`src/rtl/lc3_exec_buf_pkg.sv`:
```
// Shared widths and bundle layout for the LC3 execute-to-memory elastic buffer.
// Bundle layout from LSB: NZP, sr2, sr1, dr, M_Data, IR, alu, pc, W_Control, Mem_Control.
package lc3_exec_buf_pkg;

    localparam int unsigned LC3_DATA_W = 16;
    localparam int unsigned LC3_REG_W  = 3;
    localparam int unsigned LC3_NZP_W  = 3;
    localparam int unsigned LC3_WCTL_W = 2;

    typedef enum logic [3:0] {
        FldNzp, FldSr2, FldSr1, FldDr, FldMData, FldIr, FldAlu, FldPc, FldWCtl, FldMem
    } field_e;

    function automatic int unsigned bundle_width(input int unsigned data_w,
                                                 input int unsigned reg_w);
        return 1 + LC3_WCTL_W + 4 * data_w + 3 * reg_w + LC3_NZP_W;
    endfunction

    function automatic int unsigned field_off(input field_e f, input int unsigned data_w,
                                              input int unsigned reg_w);
        case (f)
            FldNzp:   return 0;
            FldSr2:   return LC3_NZP_W;
            FldSr1:   return LC3_NZP_W + reg_w;
            FldDr:    return LC3_NZP_W + 2 * reg_w;
            FldMData: return LC3_NZP_W + 3 * reg_w;
            FldIr:    return LC3_NZP_W + 3 * reg_w + data_w;
            FldAlu:   return LC3_NZP_W + 3 * reg_w + 2 * data_w;
            FldPc:    return LC3_NZP_W + 3 * reg_w + 3 * data_w;
            FldWCtl:  return LC3_NZP_W + 3 * reg_w + 4 * data_w;
            FldMem:   return LC3_NZP_W + 3 * reg_w + 4 * data_w + LC3_WCTL_W;
            default:  return 0;
        endcase
    endfunction

    localparam int unsigned LC3_BUNDLE_W = bundle_width(LC3_DATA_W, LC3_REG_W);

endpackage

```
`src/rtl/lc3_sync_fifo.sv`:
```
// Generic pointer-based synchronous FIFO with flush; pointers carry an extra wrap bit.
module lc3_sync_fifo #(
    parameter int unsigned WIDTH = 8,
    parameter int unsigned DEPTH = 4
) (
    input  logic                       clk_i,
    input  logic                       rst_ni,
    input  logic                       flush_i,
    input  logic                       push_i,
    input  logic [WIDTH-1:0]           wdata_i,
    input  logic                       pop_i,
    output logic [WIDTH-1:0]           rdata_o,
    output logic                       full_o,
    output logic                       empty_o,
    output logic [$clog2(DEPTH+1)-1:0] count_o
);

    localparam int unsigned AW = $clog2(DEPTH);
    localparam int unsigned PW = AW + 1;

    logic [PW-1:0]    wptr_q, wptr_d, rptr_q, rptr_d;
    logic [PW-1:0]    fill;
    logic [WIDTH-1:0] mem_q [DEPTH];
    logic             do_push, do_pop;

    assign fill    = wptr_q - rptr_q;
    assign full_o  = (fill == PW'(DEPTH));
    assign empty_o = (wptr_q == rptr_q);
    assign count_o = fill;
    assign rdata_o = mem_q[rptr_q[AW-1:0]];

    assign do_push = push_i & ~full_o & ~flush_i;
    assign do_pop  = pop_i & ~empty_o & ~flush_i;

    always_comb begin
        wptr_d = wptr_q;
        rptr_d = rptr_q;
        if (flush_i) begin
            wptr_d = '0;
            rptr_d = '0;
        end else begin
            if (do_push) wptr_d = wptr_q + PW'(1);
            if (do_pop)  rptr_d = rptr_q + PW'(1);
        end
    end

    always_ff @(posedge clk_i or negedge rst_ni) begin
        if (!rst_ni) begin
            wptr_q <= '0;
            rptr_q <= '0;
        end else begin
            wptr_q <= wptr_d;
            rptr_q <= rptr_d;
        end
    end

    // Storage is deliberately left unreset; only the pointers define validity.
    always_ff @(posedge clk_i) begin
        if (do_push) mem_q[wptr_q[AW-1:0]] <= wdata_i;
    end

endmodule

```
`src/rtl/lc3_execute_out_buffer.sv`:
```
// Elastic buffer between LC3 execute and memory-access stages: packs the execute bundle
// into a FIFO, presents the head over valid/ready and keeps a sticky overflow flag.
module lc3_execute_out_buffer
    import lc3_exec_buf_pkg::*;
#(
    parameter int unsigned DATA_W = LC3_DATA_W,
    parameter int unsigned REG_W  = LC3_REG_W,
    parameter int unsigned DEPTH  = 4
) (
    input  logic                       clock,
    input  logic                       reset,
    input  logic                       enable_execute,
    output logic                       in_ready,
    input  logic                       Mem_Control_in,
    input  logic [1:0]                 W_Control_in,
    input  logic [DATA_W-1:0]          pc_in,
    input  logic [DATA_W-1:0]          alu_in,
    input  logic [DATA_W-1:0]          IR_in,
    input  logic [DATA_W-1:0]          M_Data_in,
    input  logic [REG_W-1:0]           dr_in,
    input  logic [REG_W-1:0]           sr1_in,
    input  logic [REG_W-1:0]           sr2_in,
    input  logic [2:0]                 NZP_in,
    input  logic                       flush,
    output logic                       out_valid,
    input  logic                       out_ready,
    output logic                       Mem_Control_out,
    output logic [1:0]                 W_Control_out,
    output logic [DATA_W-1:0]          pcout,
    output logic [DATA_W-1:0]          aluout,
    output logic [REG_W-1:0]           dr,
    output logic [REG_W-1:0]           sr1,
    output logic [REG_W-1:0]           sr2,
    output logic [DATA_W-1:0]          IR_Exec,
    output logic [2:0]                 NZP,
    output logic [DATA_W-1:0]          M_Data,
    output logic [$clog2(DEPTH+1)-1:0] count,
    output logic                       overflow
);

    localparam int unsigned BW        = bundle_width(DATA_W, REG_W);
    localparam int unsigned OFF_NZP   = field_off(FldNzp, DATA_W, REG_W);
    localparam int unsigned OFF_SR2   = field_off(FldSr2, DATA_W, REG_W);
    localparam int unsigned OFF_SR1   = field_off(FldSr1, DATA_W, REG_W);
    localparam int unsigned OFF_DR    = field_off(FldDr, DATA_W, REG_W);
    localparam int unsigned OFF_MDATA = field_off(FldMData, DATA_W, REG_W);
    localparam int unsigned OFF_IR    = field_off(FldIr, DATA_W, REG_W);
    localparam int unsigned OFF_ALU   = field_off(FldAlu, DATA_W, REG_W);
    localparam int unsigned OFF_PC    = field_off(FldPc, DATA_W, REG_W);
    localparam int unsigned OFF_WCTL  = field_off(FldWCtl, DATA_W, REG_W);
    localparam int unsigned OFF_MEM   = field_off(FldMem, DATA_W, REG_W);

    logic [BW-1:0] bundle_in, head, head_gated;
    logic          full, empty, push, pop;
    logic          overflow_q, overflow_d;

    assign bundle_in = {Mem_Control_in, W_Control_in, pc_in, alu_in, IR_in, M_Data_in,
                        dr_in, sr1_in, sr2_in, NZP_in};

    // in_ready comes from registered pointers only, never from out_ready.
    assign in_ready  = ~full;
    assign out_valid = ~empty;
    assign push      = enable_execute & ~full;
    assign pop       = ~empty & out_ready;

    lc3_sync_fifo #(
        .WIDTH (BW),
        .DEPTH (DEPTH)
    ) u_fifo (
        .clk_i   (clock),
        .rst_ni  (reset),
        .flush_i (flush),
        .push_i  (push),
        .wdata_i (bundle_in),
        .pop_i   (pop),
        .rdata_o (head),
        .full_o  (full),
        .empty_o (empty),
        .count_o (count)
    );

    assign head_gated      = head & {BW{out_valid}};
    assign Mem_Control_out = head_gated[OFF_MEM];
    assign W_Control_out   = head_gated[OFF_WCTL +: 2];
    assign pcout           = head_gated[OFF_PC +: DATA_W];
    assign aluout          = head_gated[OFF_ALU +: DATA_W];
    assign IR_Exec         = head_gated[OFF_IR +: DATA_W];
    assign M_Data          = head_gated[OFF_MDATA +: DATA_W];
    assign dr              = head_gated[OFF_DR +: REG_W];
    assign sr1             = head_gated[OFF_SR1 +: REG_W];
    assign sr2             = head_gated[OFF_SR2 +: REG_W];
    assign NZP             = head_gated[OFF_NZP +: 3];

    always_comb begin
        overflow_d = flush ? 1'b0 : (overflow_q | (enable_execute & full));
    end

    always_ff @(posedge clock or negedge reset) begin
        if (!reset) overflow_q <= 1'b0;
        else        overflow_q <= overflow_d;
    end

    assign overflow = overflow_q;

endmodule

```
`config.mk`:
```
export PLATFORM = sky130hd
export DESIGN_NAME = lc3_execute_out_buffer
export DESIGN_NICKNAME = d
export VERILOG_FILES = /design/src/rtl/lc3_exec_buf_pkg.sv /design/src/rtl/lc3_sync_fifo.sv /design/src/rtl/lc3_execute_out_buffer.sv
export SDC_FILE = /design/constraint.sdc
export NUM_CORES = 1
export LEC_CHECK = 0
export ABC_AREA = 1
export BUFFER_PORTS_ARGS = -buffer_cell sky130_fd_sc_hd__buf_4
export CAP_MARGIN = 20
export CORE_ASPECT_RATIO = 0.7
export CORE_MARGIN = 2
export CORE_UTILIZATION = 60
export CTS_BUF_LIST = sky130_fd_sc_hd__clkbuf_4 sky130_fd_sc_hd__clkbuf_8
export CTS_CLUSTER_DIAMETER = 50
export CTS_CLUSTER_SIZE = 30
export DETAILED_ROUTE_END_ITERATION = 7
export PLACE_DENSITY = 0.92
export SETUP_SLACK_MARGIN = 0.4
export SYNTH_ARGS = -nofsm -noshare
export SYNTH_HDL_FRONTEND = slang
export SYNTH_SLANG_ARGS = --single-unit
```
`constraint.sdc`:
```
create_clock -name clock -period 9.2 [get_ports clock]
set_input_delay 0.46 -clock clock [delete_from_list [all_inputs] [get_ports clock]]
set_output_delay 0.46 -clock clock [all_outputs]
set_load 0.01 [all_outputs]
```
==> results of run 1 <==
cell usage after synthesis (all sizes together):
cell / count
nor2: 320
edfxtp: 316
o21ai: 158
a21oi: 81
buf: 35
clkbuf: 26
inv: 17
nand2: 14
nand3: 13
dfrtp: 7
ha: 7
nand4: 6
xor2: 2
fa: 1
path summary, 6_finish.rpt:
check | startpoint | endpoint | slack [ns] | cells past startpoint
max | u_fifo.rptr_q[0] | aluout[11] | 5.20 | 5
min reg2reg | overflow | overflow | 0.56 | 2
min in group asynchronous | reset | u_fifo.rptr_q[1] | 0.22 | 2
max in group asynchronous | reset | u_fifo.rptr_q[0] | 8.84 | 2
max reg2reg | u_fifo.rptr_q[1] | u_fifo.mem_q[2][11] | 5.43 | 7
min | flush | u_fifo.rptr_q[1] | 0.04 | 2
final cells by class:
cell class,instances,area (µm²),share of cell area [%]
flip-flops and latches,323,9670,65.6
multi-input cells,602,2730,18.5
repair buffers,178,1380,9.35
well taps,276,345,2.34
clock buffers,21,289,1.96
clock inverters,17,255,1.73
inverters,17,68.8,0.467
state kept, by name, indices dropped and copies added, names as in the netlist:
signal / count
u_fifo.rptr_q: 3
overflow: 1
u_fifo.mem_q: 316
u_fifo.wptr_q: 3
metrics by stage:
stage	power (mW)	cell area, µm²	util (%)
after CTS	3.86	14700	70.6
after floorplan	2.55	12800	-
final	3.85	14700	70.8
after detailed placement	3.08	14100	67.9
after global placement	3.04	14100	67.9
after global routing	4.03	14700	70.8
metal layers:
layer	global-route usage, %	vias to the layer above	share of wire (%)
li1	-	3824	-
met1	33.7	3996	41
met2	38.4	399	49
met3	3.50	43	8.1
met4	5.88	0	2.0
met5	0	-	0
where the power goes:
group / switching, mW / total (mW) / leakage, nW / internal (mW)
logic: 0.783 / 1.26 / 2.05 / 0.482
clock network: 0.523 / 0.794 / 0.260 / 0.271
registers: 0.0758 / 1.79 / 2.96 / 1.71
total: 1.38 / 3.85 / 5.27 / 2.46
cell families (layout without fill, tap and decap cells):
logic type | after synthesis | count (layout) | share of synthesized area (%)
compound gates | 239 | 239 | 9.36
xor+xnor | 2 | 2 | 0.137
fa+ha+maj | 8 | 8 | 0.842
buf+inv | 78 | 233 | 3.19
flops | 323 | 323 | 75.7
simple gates | 353 | 353 | 10.8
repair_timing:
action	CTS	global route
resized for setup	0	0
hold buffers	1	0
setup endpoints to repair	0	0
endpoints found under the hold margin	7	0
==> impl_metrics.env, run 1 <==
export IMPL_outcome="complete, no violations"
export IMPL_ant_nets=0
export IMPL_vias=8262
export IMPL_clock_path_buffers=3
export IMPL_cts_max_level=1
export IMPL_coreArea_um2=20800
export IMPL_grt_max_degree=93
export IMPL_cts_setup_buffers=0
export IMPL_grt_pass1_wl_um=40700
export IMPL_numPortBuffers=168
export IMPL_ys_seq_area_share_pct=75.7
export IMPL_path_clk_slew_ns=0.14
export IMPL_grt_usage_pct=23.5
export IMPL_drive_gt1_share_pct=19.7
export IMPL_dp_cells=1393
export IMPL_holdWs_ns=0.0441
export IMPL_worst_slack_ns=5.20
export IMPL_min_period_ns=4.00
export IMPL_period_share_pct=43.4
export IMPL_die_w_um=178
export IMPL_crit_buf_inv=3
export IMPL_antenna_cells=0
export IMPL_synthCells=1003
export IMPL_clock_latency_ns=0.57
export IMPL_final_cell_mix="nor2_1 (316), edfxtp_1 (316), buf_4 (175), o21ai_0 (157), a21oi_1 (81)"
export IMPL_crit_chain="inv_4 > buf_4 > o21ai_0 > a21oi_1 > buf_4"
export IMPL_wirelength_um=26800
export IMPL_critical_path_required_ns=8.74
export IMPL_cts_tree="yes"
export IMPL_grt_antenna_before_repair=0
export IMPL_slowest_stage="dfrtp_4"
export IMPL_cp_common_cell="buf_4"
export IMPL_synth_area_um2=12800
export IMPL_dr_pass1_iters=5
export IMPL_setup_viol=0
export IMPL_synth_area_leaders="edfxtp_1 (74%), nor2_1 (9.4%), o21ai_0 (6.2%), a21oi_1 (3.2%), dfrtp_1 (1.4%)"
export IMPL_final_hold_viol_count=0
export IMPL_ys_warn_count=0
export IMPL_grt_pass1_vias=7693
export IMPL_dp_hpwl_um=15500
export IMPL_nFillCells=1344
export IMPL_maxSlewHeadroom_pct=25.1
export IMPL_first_iter_violations=1023
export IMPL_via_per_inst=5.76
export IMPL_routabilityCongestion=0.799
export IMPL_fin_worst_skew_ns=0.0207
export IMPL_crit_family="buffers and inverters"
export IMPL_fmax_mhz=250
export IMPL_clock_sinks=323
export IMPL_startpoint_type="flop"
export IMPL_avgSynthCellArea_um2=12.7
export IMPL_worst_setup_path_type="flop to primary output"
export IMPL_io_pins=169
export IMPL_cap_violations=0
export IMPL_rsz0062_at_grt="false"
export IMPL_cts_inserted_buffers=21
export IMPL_floorplan_initialDensity_pct=61.4
export IMPL_worst_pin_slew_ns=1.12
export IMPL_drc_errors=0
export IMPL_power_per_cell_area_nw_per_um2=261
export IMPL_pre_cts_ws_ns=5.45
export IMPL_ys_ff_latch=323
export IMPL_arrival_ns=3.54
export IMPL_hp_class="input pin to flop"
export IMPL_synth_top_cell_area_share_pct=74.3
export IMPL_die_y_um=126
export IMPL_grt_overflow_total=0
export IMPL_syn_nets=1095
export IMPL_final_cells=1434
export IMPL_fin_nets=1235
export IMPL_setup_tns_ns=0
export IMPL_root_buffer="clkbuf_8"
export IMPL_slew_viol_final=0
export IMPL_vdd_drop_max_mv=0.257
export IMPL_syn2layout_area_growth_pct=15.4
export IMPL_synth_cell_type_count=24
export IMPL_rows=44
export IMPL_endpoint_kind="primary output"
export IMPL_leakagePower_nw=5.27
export IMPL_cp_max_fo=87
export IMPL_synth_top_area_cell="edfxtp_1"
export IMPL_die_area_um2=22500
export IMPL_slowest_delay_ns=0.78
export IMPL_post_drt_wl_per_cell_um=18.7
Power figures use the tool's default switching activity.
==> run 2: changes to the inputs <==
==> constraint.sdc (replaced) <==
create_clock -name clock -period 4 [get_ports clock]
set_input_delay 0.2 -clock clock [delete_from_list [all_inputs] [get_ports clock]]
set_output_delay 0.2 -clock clock [all_outputs]
set_load 0.01 [all_outputs]
==> run 2 against run 1 <==
  * Global-route usage increased by 2.4 points
  * Die area unchanged
  * First-iteration DRC count increased by 13%
  * Sequential power increased by 120%
  * Setup slack got worse by 4.6 ns
  * Flip-flop and latch count unchanged
  * Wire length increased by 10%
  * Via count increased by 6.2%
  * Register-to-register slack got worse by 4.6 ns
  * Highest routed layer unchanged
==> impl_metrics.env, run 2 (synthesis gave the netlist of run 1 again) <==
export IMPL_period_share_pct=84.4
export IMPL_post_drt_wl_per_cell_um=19.5
export IMPL_leakagePower_nw=5.61
export IMPL_io_pins=169
export IMPL_slew_viol_final=0
export IMPL_power_per_cell_area_nw_per_um2=564
export IMPL_vdd_drop_max_mv=0.474
export IMPL_cts_max_level=1
export IMPL_endpoint_kind="primary output"
export IMPL_worst_pin_slew_ns=1.02
export IMPL_arrival_ns=3.17
export IMPL_min_from="M_Data_in[14]"
export IMPL_numPortBuffers=168
export IMPL_min_period_ns=3.37
export IMPL_fin_nets=1320
export IMPL_critical_path_required_ns=3.80
export IMPL_grt_pass1_wl_um=44600
export IMPL_cts_tree="yes"
export IMPL_cts_setup_buffers=0
export IMPL_reg2reg_depth=9
export IMPL_floorplan_initialDensity_pct=61.4
export IMPL_hold_path_end="u_fifo.mem_q[0][26]"
export IMPL_hp_class="input pin to flop"
export IMPL_die_w_um=178
export IMPL_path_clk_slew_ns=0.16
export IMPL_grt_usage_pct=25.8
export IMPL_grt_max_degree=115
export IMPL_clock_latency_ns=0.58
export IMPL_cts_inserted_buffers=18
export IMPL_grt_overflow_total=0
export IMPL_antenna_cells=0
export IMPL_pre_cts_ws_ns=0.932
export IMPL_nFillCells=1241
export IMPL_rrSetupSlack_ns=0.86
export IMPL_dp_hpwl_um=16300
export IMPL_first_iter_violations=1151
export IMPL_reg2reg_to="u_fifo.mem_q[3][45]"
export IMPL_final_cell_mix="nor2_1 (316), edfxtp_1 (316), buf_4 (172), o21ai_0 (157), dlygate4sd3_1 (85)"
export IMPL_drc_errors=0
export IMPL_cp_max_fo=114
export IMPL_syn2layout_area_growth_pct=21.7
export IMPL_r2r_start="u_fifo.wptr_q[0]"
export IMPL_fmax_mhz=296
export IMPL_holdWs_ns=0.363
export IMPL_maxSlewHeadroom_pct=31.9
export IMPL_largest_register_ffs=316
export IMPL_grt_pass1_vias=8209
export IMPL_ant_nets=0
export IMPL_clock_sinks=323
export IMPL_rsz0062_at_grt="false"
export IMPL_wirelength_um=29500
export IMPL_routabilityCongestion=0.829
export IMPL_cap_violations=0
export IMPL_final_hold_viol_count=0
export IMPL_grt_antenna_before_repair=0
export IMPL_outcome="complete, no violations"
export IMPL_clock_path_buffers=3
export IMPL_die_area_um2=22500
export IMPL_dr_pass1_iters=5
export IMPL_vias=8773
export IMPL_coreArea_um2=20800
export IMPL_rows=44
export IMPL_root_buffer="clkbuf_8"
export IMPL_die_y_um=126
export IMPL_drive_gt1_share_pct=18.2
export IMPL_via_per_inst=5.79
export IMPL_fin_worst_skew_ns=0.0483
export IMPL_worst_setup_path_type="flop to primary output"
export IMPL_hold_depth=2
export IMPL_worst_slack_ns=0.625
export IMPL_startpoint_type="flop"
export IMPL_setup_viol=0
==> run 2: worst max-delay path: stages, from the launching register on <==
cell and delay (ns):
dfrtp_4 0.51, buf_4 0.37, inv_6 0.66, buf_4 0.40, o21ai_0 0.14, a21oi_1 0.33, buf_4 0.19
==> run 2: repair_timing <==
item                       in CTS  in global routing
hold buffers                   85                  0
hold endpoints to repair      330                  0
setup endpoints to repair       5                 53
resized for setup               1                  3
==> run 2: area by class of cell <==
cell class	count	area (µm²)	area share, %
clock buffer	20	269	1.73
clock inverter	12	158	1.01
inverter	17	73.8	0.475
multi-input combinational	602	2730	17.6
sequential	323	9670	62.2
tap	276	345	2.22
timing repair buffer	266	2300	14.8
==> run 2: how the worst max path moves through the flow <==
stage                     startpoint                 end  slack (ns)  cells past startpoint
floorplan           u_fifo.wptr_q[0]  u_fifo.mem_q[0][0]       -0.05                      8
global placement    u_fifo.rptr_q[1]           M_Data[0]        0.98                      7
detailed placement  u_fifo.rptr_q[1]           M_Data[0]        0.93                      7
CTS                 u_fifo.rptr_q[0]           M_Data[0]        0.45                      6
global route        u_fifo.rptr_q[0]           M_Data[0]        0.44                      6
finish              u_fifo.rptr_q[0]           M_Data[0]        0.63                      6
==> run 2: layer usage <==
metal	part of all wire [%]	up-vias	GRT usage, %
met5	0	-	0
met4	1.9	0	5.36
met3	10	46	4.59
met2	49	514	42.4
met1	39	4219	36.9
li1	-	3994	-
==> run 2: power breakdown <==
part	leakage (nW)	switching (mW)	internal, mW
Clock	0.211	1.08	0.535
Combinational	2.44	1.97	1.19
Sequential	2.96	0.0532	3.94
Total	5.61	3.11	5.66
==> run 2: through the flow <==
| step | utilization [%] | total power, mW | instance area [µm²] | std cells | setup TNS [ns] |
|---|---|---|---|---|---|
| CTS | 74.7 | 8.73 | 15500 | 1516 | 0 |
| detailed placement | 68.5 | 7.10 | 14300 | 1399 | 0 |
| global placement | 68.5 | 7.03 | 14300 | 1399 | 0 |
| global route | 74.7 | 9.20 | 15600 | 1516 | 0 |
| finish | 74.7 | 8.77 | 15600 | 1516 | 0 |
| floorplan | - | 5.86 | 12800 | 1003 | -14.36 |
==> run 3: changes to the inputs <==
==> constraint.sdc (replaced) <==
create_clock -name clock -period 3.3 [get_ports clock]
set_input_delay 0.165 -clock clock [delete_from_list [all_inputs] [get_ports clock]]
set_output_delay 0.165 -clock clock [all_outputs]
set_load 0.01 [all_outputs]
==> run 3 against run 2 <==
  * Combinational power rose by 22%
  * Cell count increased by 0.13%
  * Flip-flop and latch count stayed put
  * Clock power is 24% higher
  * Cell area grew 0.14%
  * Setup slack got worse by 0.12 ns
  * Die area did not move
  * Critical endpoint is now aluout[14]
==> impl_metrics.env, run 3 (synthesis gave the netlist of run 1 again) <==
export IMPL_outcome="complete, no violations"
export IMPL_final_hold_viol_count=0
export IMPL_route_met2_wl_um=14800
export IMPL_route_met3_wl_um=2660
export IMPL_multi_input_area_um2=2770
export IMPL_wirelength_um=29800
export IMPL_cts_tree="yes"
export IMPL_grt_pass1_wl_um=44600
export IMPL_routabilityCongestion=0.792
export IMPL_hp_class="input pin to flop"
export IMPL_power_per_cell_area_nw_per_um2=689
export IMPL_clock_sinks=323
export IMPL_dp_cells=1400
export IMPL_largest_register_ffs=316
export IMPL_grt_usage_pct=26.0
export IMPL_endpoint_kind="primary output"
export IMPL_critical_path_required_ns=3.13
export IMPL_reg2reg_depth=8
export IMPL_post_drt_wl_per_cell_um=19.6
export IMPL_drive_gt1_share_pct=18.8
export IMPL_syn2layout_area_growth_pct=21.9
export IMPL_floorplan_initialDensity_pct=61.4
export IMPL_min_period_ns=2.79
export IMPL_die_w_um=178
export IMPL_highest_layer="met4"
export IMPL_die_y_um=126
export IMPL_leakagePower_nw=5.63
export IMPL_setup_viol=0
export IMPL_ant_nets=0
export IMPL_clock_path_buffers=3
export IMPL_clock_latency_ns=0.56
export IMPL_first_iter_violations=1104
export IMPL_coreArea_um2=20800
export IMPL_m1WireLength_um=11600
export IMPL_grt_antenna_before_repair=0
export IMPL_cts_max_level=1
export IMPL_period_share_pct=84.6
export IMPL_grt_overflow_total=0
export IMPL_setup_tns_ns=0
export IMPL_maxSlewHeadroom_pct=51.9
export IMPL_final_cell_mix="nor2_1 (316), edfxtp_1 (316), buf_4 (177), o21ai_0 (157), dlygate4sd3_1 (85)"
export IMPL_slew_viol_final=0
export IMPL_cts_inserted_buffers=19
export IMPL_numPortBuffers=168
export IMPL_grt_max_degree=161
export IMPL_cp_max_fo=79
export IMPL_vias=8658
export IMPL_cts_setup_buffers=0
export IMPL_fin_nets=1322
export IMPL_die_area_um2=22500
export IMPL_startpoint_type="flop"
export IMPL_fin_worst_skew_ns=0.0253
export IMPL_root_buffer="clkbuf_8"
export IMPL_arrival_ns=2.63
export IMPL_rsz0062_at_grt="false"
export IMPL_worst_pin_slew_ns=0.722
export IMPL_dr_pass1_iters=5
export IMPL_drc_errors=0
export IMPL_hold_depth=2
export IMPL_vdd_drop_max_mv=0.578
export IMPL_grt_pass1_vias=8347
export IMPL_rows=44
export IMPL_nFillCells=1249
export IMPL_final_cells=1518
export IMPL_worst_setup_path_type="flop to primary output"
export IMPL_antenna_cells=0
export IMPL_cap_violations=0
export IMPL_dp_hpwl_um=17200
export IMPL_path_clk_slew_ns=0.14
export IMPL_fmax_mhz=358
export IMPL_seqCellArea_um2=9670
export IMPL_via_per_inst=5.70
export IMPL_io_pins=169
run 3: cell types whose count changed in the layout (fill, tap and decap cells not counted), sizes merged:
cell and change:
bufinv +1, clkbuf +1, clkinv -1, inv +1
run 3: layer usage:
metal	GRT usage (%)	vias up
met4	6.22	0
li1	-	3991
met2	43.6	465
met5	0	-
met3	5.16	52
met1	35.4	4150
run 3: worst max-delay path, cell delays in order, from the launching register on:
cell and delay, ns:
dfrtp_4 0.46, buf_6 0.25, inv_2 0.08, ha_1 0.34, nand4_4 0.22, clkinv_16 0.21, a21oi_1 0.29, buf_4 0.17
run 3: timing repair:
action / CTS / global route
endpoints found under the setup margin: 79 / 79
gates resized for setup: 3 / 5
pin swaps: 0 / 0
hold buffers: 85 / 0
hold endpoints to repair: 330 / 0
run 3: report_power, final:
part / internal [mW] / switching [mW]
logic: 1.48 / 2.39
registers: 4.77 / 0.0770
clock network: 0.713 / 1.30
total: 6.97 / 3.76
run 3: cell type report:
| type | count | area share (%) |
|---|---|---|
| multi-input cells | 602 | 17.8 |
| well taps | 276 | 2.22 |
| inverters | 17 | 0.594 |
| flip-flops and latches | 323 | 62.1 |
| repair buffers | 267 | 14.5 |
| clock inverters | 13 | 1.02 |
| clock buffers | 20 | 1.73 |
run 3: path summary, 6_finish.rpt:
path / end / slack [ns] / from
max: aluout[14] / 0.51 / u_fifo.rptr_q[1]
min: u_fifo.mem_q[3][4] / 0.34 / sr2_in[1]
max reg2reg: u_fifo.mem_q[1][44] / 0.66 / u_fifo.rptr_q[0]
min reg2reg: overflow / 0.53 / overflow
max in group asynchronous: u_fifo.rptr_q[0] / 2.42 / reset
min in group asynchronous: overflow / 0.58 / reset
run 3: stage by stage:
stage                     hold WS [ns]  area (µm²)  total power, mW  util, %  worst slack [ns]
after floorplan                 -0.131       12800             7.13        -             0.260
after global placement         -0.0142       14300             8.54     68.5             0.751
after detailed placement       -0.0116       14300             8.64     68.5             0.695
after CTS                        0.301       15500             10.7     74.7             0.413
after global routing             0.327       15600             11.2     74.8             0.430
final                            0.336       15600             10.7     74.8             0.509
